[config.mk]
export PLATFORM = sky130hd
export DESIGN_NAME = piso_serializer
export DESIGN_NICKNAME = d
export VERILOG_FILES = /design/src/rtl/piso_serializer_pkg.sv /design/src/rtl/serializer_bit_counter.sv /design/src/rtl/piso_serializer.sv
export SDC_FILE = /design/constraint.sdc
export NUM_CORES = 1
export LEC_CHECK = 0
export CORE_ASPECT_RATIO = 1.75
export CORE_MARGIN = 10
export CORE_UTILIZATION = 34
export CTS_BUF_LIST = sky130_fd_sc_hd__clkbuf_4
export DETAILED_ROUTE_END_ITERATION = 10
export PLACE_DENSITY_LB_ADDON = 0.08
export SLEW_MARGIN = 0
export SYNTH_ARGS = -nofsm -noshare
export SYNTH_HDL_FRONTEND = slang
export SYNTH_HIERARCHICAL = 1
export SYNTH_SLANG_ARGS = --single-unit
[constraint.sdc]
create_clock -name clk -period 1.8 [get_ports clk]
set_input_delay 0.36 -clock clk [delete_from_list [all_inputs] [get_ports clk]]
set_output_delay 0.36 -clock clk [all_outputs]
set_load 0.05 [all_outputs]
[src/rtl/piso_serializer_pkg.sv]
// ============================================================================
// Module  : piso_serializer_pkg
// Brief   : Shared state encoding and counter sizing for the PISO serializer.
// Rev     : 1.0 - initial release
// ============================================================================
`default_nettype none

package piso_serializer_pkg;

    typedef enum logic [0:0] {
        IDLE  = 1'b0,
        SHIFT = 1'b1
    } state_t;

    function automatic int cnt_width(input int msb);
        return $clog2(msb);
    endfunction

endpackage

`default_nettype wire

[src/rtl/serializer_bit_counter.sv]
// ============================================================================
// Module  : serializer_bit_counter
// Brief   : Loadable down-counter that saturates at zero.
// Rev     : 1.0 - initial release
// ============================================================================
`default_nettype none

module serializer_bit_counter #(
    parameter int WIDTH = 5
) (
    input  logic             clk,
    input  logic             reset,
    input  logic             i_load,
    input  logic [WIDTH-1:0] i_load_value,
    input  logic             i_dec,
    output logic             o_zero
);

    logic [WIDTH-1:0] r_count;

    always_ff @(posedge clk or posedge reset) begin
        if (reset) begin
            r_count <= '0;
        end else if (i_load) begin
            r_count <= i_load_value;
        end else if (i_dec && (r_count != '0)) begin
            r_count <= r_count - WIDTH'(1);
        end
    end

    assign o_zero = (r_count == '0);

endmodule

`default_nettype wire

[src/rtl/piso_serializer.sv]
// ============================================================================
// Module  : piso_serializer
// Brief   : Parallel-in serial-out transmitter with gapless back-to-back words.
// Rev     : 1.0 - initial release
// ============================================================================
`default_nettype none

module piso_serializer
    import piso_serializer_pkg::*;
#(
    parameter int MSB       = 32,
    parameter bit MSB_FIRST = 1'b1
) (
    input  logic           clk,
    input  logic           reset,
    input  logic           en,
    input  logic [MSB-1:0] load_data,
    input  logic           load_valid,
    output logic           load_ready,
    output logic           serial_out,
    output logic           serial_valid,
    output logic           done
);

    localparam int            CW     = cnt_width(MSB);
    localparam logic [CW-1:0] c_LAST = CW'(MSB - 1);

    state_t         r_state;
    state_t         w_state_next;
    logic [MSB-1:0] r_shreg;
    logic           w_zero;
    logic           w_accept;
    logic           w_advance;

    always_ff @(posedge clk or posedge reset) begin
        if (reset) begin
            r_state <= IDLE;
        end else begin
            r_state <= w_state_next;
        end
    end

    always_comb begin
        w_state_next = r_state;
        load_ready   = 1'b0;
        done         = 1'b0;
        w_advance    = 1'b0;
        case (r_state)
            IDLE: begin
                load_ready = 1'b1;
            end
            SHIFT: begin
                w_advance  = en;
                done       = en && w_zero;
                load_ready = done;
                if (done) begin
                    w_state_next = IDLE;
                end
            end
            default: begin
                w_state_next = IDLE;
            end
        endcase
        w_accept = load_valid && load_ready;
        if (w_accept) begin
            w_state_next = SHIFT;
        end
    end

    // The last-bit edge also shifts, leaving zeros behind so serial_out idles at 0.
    always_ff @(posedge clk or posedge reset) begin
        if (reset) begin
            r_shreg <= '0;
        end else if (w_accept) begin
            r_shreg <= load_data;
        end else if (w_advance) begin
            r_shreg <= MSB_FIRST ? {r_shreg[MSB-2:0], 1'b0} : {1'b0, r_shreg[MSB-1:1]};
        end
    end

    serializer_bit_counter #(
        .WIDTH (CW)
    ) u_bit_counter (
        .clk          (clk),
        .reset        (reset),
        .i_load       (w_accept),
        .i_load_value (c_LAST),
        .i_dec        (w_advance),
        .o_zero       (w_zero)
    );

    assign serial_out   = MSB_FIRST ? r_shreg[MSB-1] : r_shreg[0];
    assign serial_valid = (r_state == SHIFT);

endmodule

`default_nettype wire

==> key figures, run 1 <==
Outcome
  – Outcome: finished, violations left
  – Failing checks: negative setup slack

GRT
  – First-pass GRT wire length: about 11 mm
  – Vias in the first global route: roughly 2,100
  – Grt total ovfl: 0
  – Largest net degree at the start of global routing: 53
  – Tot GR Track Use: about an eighth
  – Initial antenna violation count: 0

Placement
  – Port bufs: 39
  – DPL Wire Length: 4.097 mm
  – Routability Congestion: ~0.7

Drt
  – ANT nets after route: 0
  – Drt total wl: ~6.7 mm
  – WL/cell: between 15 and 20 um
  – Via count: roughly 2,000
  – DR pass1 iterations: 4
  – Starting DRC count in detailed routing: 53
  – DRC: 0
  – Vias per inst: between 5 and 6

Logic synthesis
  – Synth Cell Area: 2424 um2
  – Unique masters post-synth: 30
  – Post-synthesis sequential area ratio: between 30 and 40%
  – Share of synthesized registers carrying an async set or reset: between 90% and 100%
  – Yosys warns: 6
  – Cell count after synthesis: between 200 and 250
  – Syn Area/Cell: just over 10 um2
  – Post-synth EDFFs: 0
  – Yosys reg bits: 38
  – Synth Flop Type: dfrtp_1

Cells and area
  – Diode count: 0
  – Layout cells sized above 1: a little under a quarter
  – P&R area growth vs syn: 36.91%
  – Core Util, Final: approximately half
  – Nets@finish: 336
  – Most frequent cells in the layout: dfrtp_1, nand2b_1, clkdlybuf4s50_1, a21oi_1, mux2i_1
  – Commonest non-fill, non-tap cell in the layout: dfrtp_1

Floorplanning
  – Area of the core: 6907 um2
  – DIE AREA: between 10,000 and 15,000 um2
  – I/O Pins: 40
  – Die Ht: around 130 um
  – Initial Util: about a third
  – Row cnt: 40
  – Die width: about 84 um

Critical path
  – CP max-delay cell: or4b_4
  – Critical path arrival: about 1.9 ns
  – Worst Path Buf+Inv: 3
  – CP top delay family: simple AND/OR/NAND/NOR gates
  – Max incr delay on CP: between 0.4 and 0.5 ns
  – Crit Path Max Fanout: 5
  – Type of origin of the critical path: flop
  – WS Path Type: reg2out
  – Worst path required time: between 1 and 1.5 ns
  – R2R cell count: 11
  – CP cell instances: inv_2 > ha_4 > or4b_4 > inv_4 > and3_4 > buf_12
  – Critical path depth: 6
  – CP endpoint kind: output pin

STA
  – RSZ-0062 raised after global routing: yes
  – Worst setup margin: -0.4381 ns
  – Fin crit period: roughly 2.2 ns
  – Worst Clk Skew: approximately 0.01 ns
  – Fmax: approximately 450 MHz
  – Final Setup Violations: 39
  – Final Hold Viols: 0
  – Max Slew Vio Count: 0
  – Final period utilization: 124.3%
  – Setup TNS: -11.09 ns

CTS
  – CTS clock-pin slew for the worst setup and hold paths: roughly 0.12 ns
  – CTS H-Tree Depth: 2
  – Worst skew pair latency: 0.35 ns
  – Post-CTS Hold Fix Bufs: 0
  – Root buf cell: clkbuf_4
  – Clock tree buffer depth: 2
  – CTS tree: done
  – Clock Sinks: 38
  – Num CTS Buffers: 5

Pwr
  – Worst vdd ir: a little over 800 uV
  – Leakage: 0.001469 uW
  – PD cells: around 1200 nW/um2

Run
  – # Max-Cap Violations: 0

Min path
  – Worst hold-check path type: in2async
==> metal layers <==
layer	global-route usage, %	up-vias	wire length, um
li1	-	989	-
met3	3.218	5	244
met5	0	-	0
met2	22.04	37	3642
met1	13.30	985	2673
met4	3.925	0	91
==> state kept, by name, indices dropped and copies added (netlist names) <==
signal                 cells
r_shreg                   32
u_bit_counter/r_count      5
serial_valid               1
==> worst reg2reg max path, cell delays in order, from the launching register on <==
cell     delay, ns
dfrtp_1       0.41
inv_2         0.08
ha_4          0.12
or4b_4        0.48
inv_4         0.10
buf_4         0.12
buf_6         0.08
buf_6         0.10
nand2_8       0.09
buf_12        0.19
mux2i_2       0.18
a21oi_1       0.09
==> report_power, final <==
group / internal (uW) / switching (uW) / leakage [uW]
sequential: 1220 / 229 / 0.000396
clock: 162 / 298 / 0.0000331
combinational: 1070 / 842 / 0.00104
total: 2450 / 1370 / 0.00147
==> timing repair <==
action,4_1_cts,5_1_grt
gates cloned,4,0
setup buffers,4,6
gates resized for setup,11,4
endpoints found under the setup margin,36,38
pin swaps,3,28
==> through the flow <==
stage / worst slack [ns] / hold WS (ns) / area, um2 / std cells / power [uW]
after floorplan: -0.2122 / 0.1385 / 2504 / 243 / 2684
after global placement: -0.1262 / 0.5372 / 3048 / 362 / 3141
after detailed placement: -0.1615 / 0.5372 / 3048 / 362 / 3161
after CTS: -0.4500 / 0.2206 / 3256 / 378 / 3788
after global routing: -0.5318 / 0.2096 / 3318 / 384 / 4153
final: -0.4381 / 0.2288 / 3318 / 384 / 3820
==> final timing paths <==
path                                               start                        to  slack, ns
worst max-delay path            u_bit_counter/r_count[0]                      done      -0.44
worst min-delay path                               reset  u_bit_counter/r_count[1]       0.23
worst max register to register  u_bit_counter/r_count[0]               r_shreg[30]      -0.34
worst min register to register               r_shreg[17]               r_shreg[17]       0.56
max in group asynchronous                          reset              serial_valid       1.24
min in group clk                             r_shreg[17]               r_shreg[17]       0.56
==> cell usage after synthesis (all sizes together), types with 2 or more instances <==
| master | n | area [um2] |
|---|---|---|
| o31ai | 2 | 20.02 |
| inv | 6 | 22.52 |
| and3 | 3 | 18.77 |
| or4b | 2 | 23.77 |
| buf | 14 | 100.1 |
| dfrtp | 38 | 950.9 |
| clkbuf | 6 | 22.52 |
| o22ai | 31 | 256.5 |
| or3 | 2 | 12.51 |
| nor2b | 2 | 12.51 |
| nand2b | 35 | 219.0 |
| a21oi | 37 | 188.9 |
| and2 | 2 | 12.51 |
| mux2i | 32 | 320.3 |
| nand2 | 6 | 25.03 |
| mux2 | 15 | 172.7 |
==> area by class of cell <==
| class | count | area, um2 |
|---|---|---|
| Clock buffer | 6 | 45.04 |
| Clock inverter | 2 | 8.758 |
| Fill cell | 662 | 3588 |
| Inverter | 6 | 25.02 |
| Multi-Input combinational cell | 180 | 1421 |
| Sequential cell | 38 | 952.2 |
| Tap cell | 84 | 105.1 |
| Timing Repair Buffer | 68 | 760.7 |
==> cells by family after synthesis <==
group	share of synthesized area, %
buffers and inverters	5.988
AOI/OAI and AO/OA	20.13
adders and majority gates	0.5162
and+or+nand+nor	13.63
DFF	39.24
muxes	20.34
other	0.1547
(Power assumes the default switching activity.)
==> run 2: changes to the inputs <==
--- a/config.mk
+++ b/config.mk
@@ -5,14 +5,13 @@
 export SDC_FILE = /design/constraint.sdc
 export NUM_CORES = 1
 export LEC_CHECK = 0
+export CAP_MARGIN = 20
 export CORE_ASPECT_RATIO = 1.75
 export CORE_MARGIN = 10
 export CORE_UTILIZATION = 34
 export CTS_BUF_LIST = sky130_fd_sc_hd__clkbuf_4
 export DETAILED_ROUTE_END_ITERATION = 10
 export PLACE_DENSITY_LB_ADDON = 0.08
-export SLEW_MARGIN = 0
 export SYNTH_ARGS = -nofsm -noshare
 export SYNTH_HDL_FRONTEND = slang
-export SYNTH_HIERARCHICAL = 1
 export SYNTH_SLANG_ARGS = --single-unit
==> run 2 against run 1 <==
Against the previous run: the run still ends with negative setup slack left; maximum frequency grew 4.1%; register-to-register slack gained 0.13 ns; global-route usage decreased by 2.6 points; synthesized cell count down 39%; worst hold slack gained 0.15 ns; critical endpoint is now load_ready.
==> key figures, run 2 <==
Logic synthesis
  – Post-synth EDFFs: 0
  – Share of synthesized registers carrying an async set or reset: between 90% and 100%
  – Synth Cell Area: roughly 2100 um2
  – Synth Flop Type: dfrtp_1
  – Unique masters post-synth: 30
  – Syn Area/Cell: approximately 14 um2
  – Synth area leaders: dfrtp_1, mux2_2, mux2_4, buf_6, inv_1
  – Cell accounting for the most synthesized area: dfrtp_1
  – Cell count after synthesis: 145
  – Yosys reg bits: 38
  – Share of the synthesized area in the top cell type: ~46%
  – Post-Synthesis Net Count: about 180
  – Post-synth top cells: dfrtp_1, mux2_2, mux2_4
  – Cell with the most instances after synthesis: dfrtp_1
  – Post-synthesis sequential area ratio: 45.54%
  – Yosys warns: 0

Critical path
  – Type of origin of the critical path: flop
  – Max incr delay on CP: 0.51 ns
  – R2R Setup Slk: -0.21 ns
  – CP cell instances: inv_2 > ha_4 > or4b_4 > o21ai_4 > buf_12
  – R2r endpoint: u_bit_counter.r_count[3]
  – CP max-delay cell: or4b_4
  – Critical path arrival: between 1.5 and 2 ns
  – Crit Path Max Fanout: 3
  – R2R cell count: 9
  – WS Path Type: reg2out
  – R2R Path Start: u_bit_counter.r_count[1]
  – CP endpoint kind: output pin
  – Worst path required time: between 1 and 1.5 ns

Drt
  – Drt total wl: 4.667 mm
  – Via count: 1,349
  – WL met1: around 1.8 mm
  – DR pass1 iterations: 2
  – WL/cell: 16.26 um
  – Starting DRC count in detailed routing: between 60 and 70
  – Top layer in use: met4
  – Routed met2 length: between 2 and 3 mm
  – DR WL met3: a little over 200 um
  – DRC: 0
  – ANT nets after route: 0
  – Vias per inst: 4.700

CTS
  – Clock Sinks: 38
  – Clock tree buffer depth: 2
  – CTS clock-pin slew for the worst setup and hold paths: between 0.1 and 0.15 ns
  – Num CTS Buffers: 5
  – CTS tree: done
  – Root buf cell: clkbuf_4
  – CTS H-Tree Depth: 2
  – Worst skew pair latency: between 0.3 and 0.4 ns
  – Post-CTS Hold Fix Bufs: 0

STA
  – Fin crit period: ~2.1 ns
  – Rel. slew slack: 71.70%
  – RSZ-0062 raised after global routing: yes
  – Final Hold Viols: 0
  – Worst Clk Skew: 0.006036 ns
  – Fmax: roughly 470 MHz
  – Worst-margin pin slew: 0.4212 ns
  – Max Slew Vio Count: 0
  – Worst setup margin: -0.3500 ns
  – Final Setup Violations: 37
  – Hold slack: around 0.38 ns
  – Final period utilization: 119.4%

Pwr
  – PD cells: between 1000 and 1500 nW/um2
  – Switching portion of total power: around 29%
  – Psw: roughly 900 uW
  – Leakage: approximately 0.0014 uW
  – Worst vdd ir: around 540 uV
  – Power Internal: between 2000 and 2500 uW
  – Power consumption: 3152 uW
  – Seq pwr share: about 43%
  – Combinational cell fraction of total power: about 44%
  – Clk network pwr share: between 10% and 20%

Placement
  – DP Area: 2710 um2
  – Routability Congestion: roughly 0.78
  – Port bufs: 39
  – DPL Wire Length: between 3 and 4 mm
  – Pre-CTS WS: -0.2042 ns

Floorplanning
  – Row cnt: 37
  – DIE AREA: a little under 10,000 um2
  – Die Ht: between 100 and 150 um
  – Area of the core: 5926 um2
  – Initial Util: about a third
  – I/O Pins: 40
  – Die width: 79.24 um

GRT
  – Vias in the first global route: approximately 1,500
  – Initial antenna violation count: 0
  – Grt total ovfl: 0
  – First-pass GRT wire length: approximately 7.4 mm
  – Largest net degree at the start of global routing: 39
  – Tot GR Track Use: 9.641%

Cells and area
  – Nets@finish: roughly 250
  – Max reg flops: 32
  – P&R area growth vs syn: 42.00%
  – Core Util, Final: approximately half
  – Commonest non-fill, non-tap cell in the layout: dfrtp_1
  – Final instance area: 2965 um2
  – Most frequent cells in the layout: dfrtp_1, mux2_2, clkdlybuf4s50_1, mux2_4, buf_4
  – Diode count: 0
  – Layout cells sized above 1: 55.98%
  – Largest reg by FF count: r_shreg

Run
  – # Max-Cap Violations: 0

Min path
  – Worst hold-check path type: in2async

Outcome
  – Outcome: finished, violations left
  – Failing checks: negative setup slack
-- run 2: cell count changes in the layout (fill, tap and decap cells not counted), moves of 3 or more --
cell,previous run,this run
mux2_2,0,36
nand2b_1,35,1
a21oi_1,33,0
mux2i_1,31,0
mux2_4,1,27
o22ai_1,21,0
mux2_1,14,0
o22ai_2,10,1
conb_1,5,0
a21oi_2,4,1
-- run 2: routing by layer --
layer  vias to the layer above  track usage (%)
met4                         0            3.041
li1                        646                -
met3                         2            2.886
met2                        27            18.19
met1                       674            9.801
met5                         -                0
-- run 2: power groups by stage --
stage | combinational (uW) | clock (uW) | sequential, uW
2_1_floorplan | 872 | 0 | 1390
3_3_place_gp | 1230 | 0 | 1360
3_5_place_dp | 1270 | 0 | 1370
4_1_cts | 1340 | 432 | 1370
5_1_grt | 1480 | 483 | 1400
6_report | 1370 | 410 | 1370
-- run 2: cells by family (layout without fill, tap and decap cells) --
kind of cell / Yosys count / count (layout) / share of synthesized area, %
multiplexers: 63 / 63 / 38.83
buffers and inverters: 16 / 80 / 5.512
AND/OR/NAND/NOR: 17 / 17 / 5.693
AO/OA/AOI/OAI: 10 / 10 / 3.835
flip-flops: 38 / 38 / 45.54
adder cells (fa/ha/maj): 1 / 1 / 0.5991
-- run 2: final cells by class --
cell class	instances	area, um2
clock buffer	5	37.54
tap	78	97.59
inverter	7	26.28
timing repair buffer	66	748.2
multi-input combinational	91	1094
clock inverter	2	10.01
fill	577	2960
sequential	38	952.2
-- run 2: through the flow --
stage	instances	TNS, ns
floorplan	145	-0.2130
global placement	271	-5.503
detailed placement	271	-5.985
CTS	286	-4.451
global route	287	-7.546
finish	287	-4.206
-- run 2: critical path: cells and delay by family, from the launching register on --
kind	cells	cell delay, ns
buf+inv	2	0.23
simple gates	1	0.51
fa+ha+maj	1	0.13
compound gates	1	0.18
flops	1	0.41
-- run 2: what timing repair did --
| item | in CTS | in global routing |
|---|---|---|
| gates resized for setup | 7 | 7 |
| setup buffers | 6 | 2 |
| setup endpoints to repair | 32 | 37 |
| cloned | 3 | 0 |
| pin swaps | 3 | 4 |
-- run 2: worst max path at each step --
stage,slack (ns),from,depth (start not counted),end
CTS,-0.40,u_bit_counter.r_count[1],5,load_ready
floorplan,-0.13,u_bit_counter.r_count[0],5,load_ready
finish,-0.35,u_bit_counter.r_count[1],5,load_ready
global route,-0.44,u_bit_counter.r_count[1],5,load_ready
global placement,-0.19,en,4,r_shreg[19]
detailed placement,-0.20,en,4,r_shreg[12]
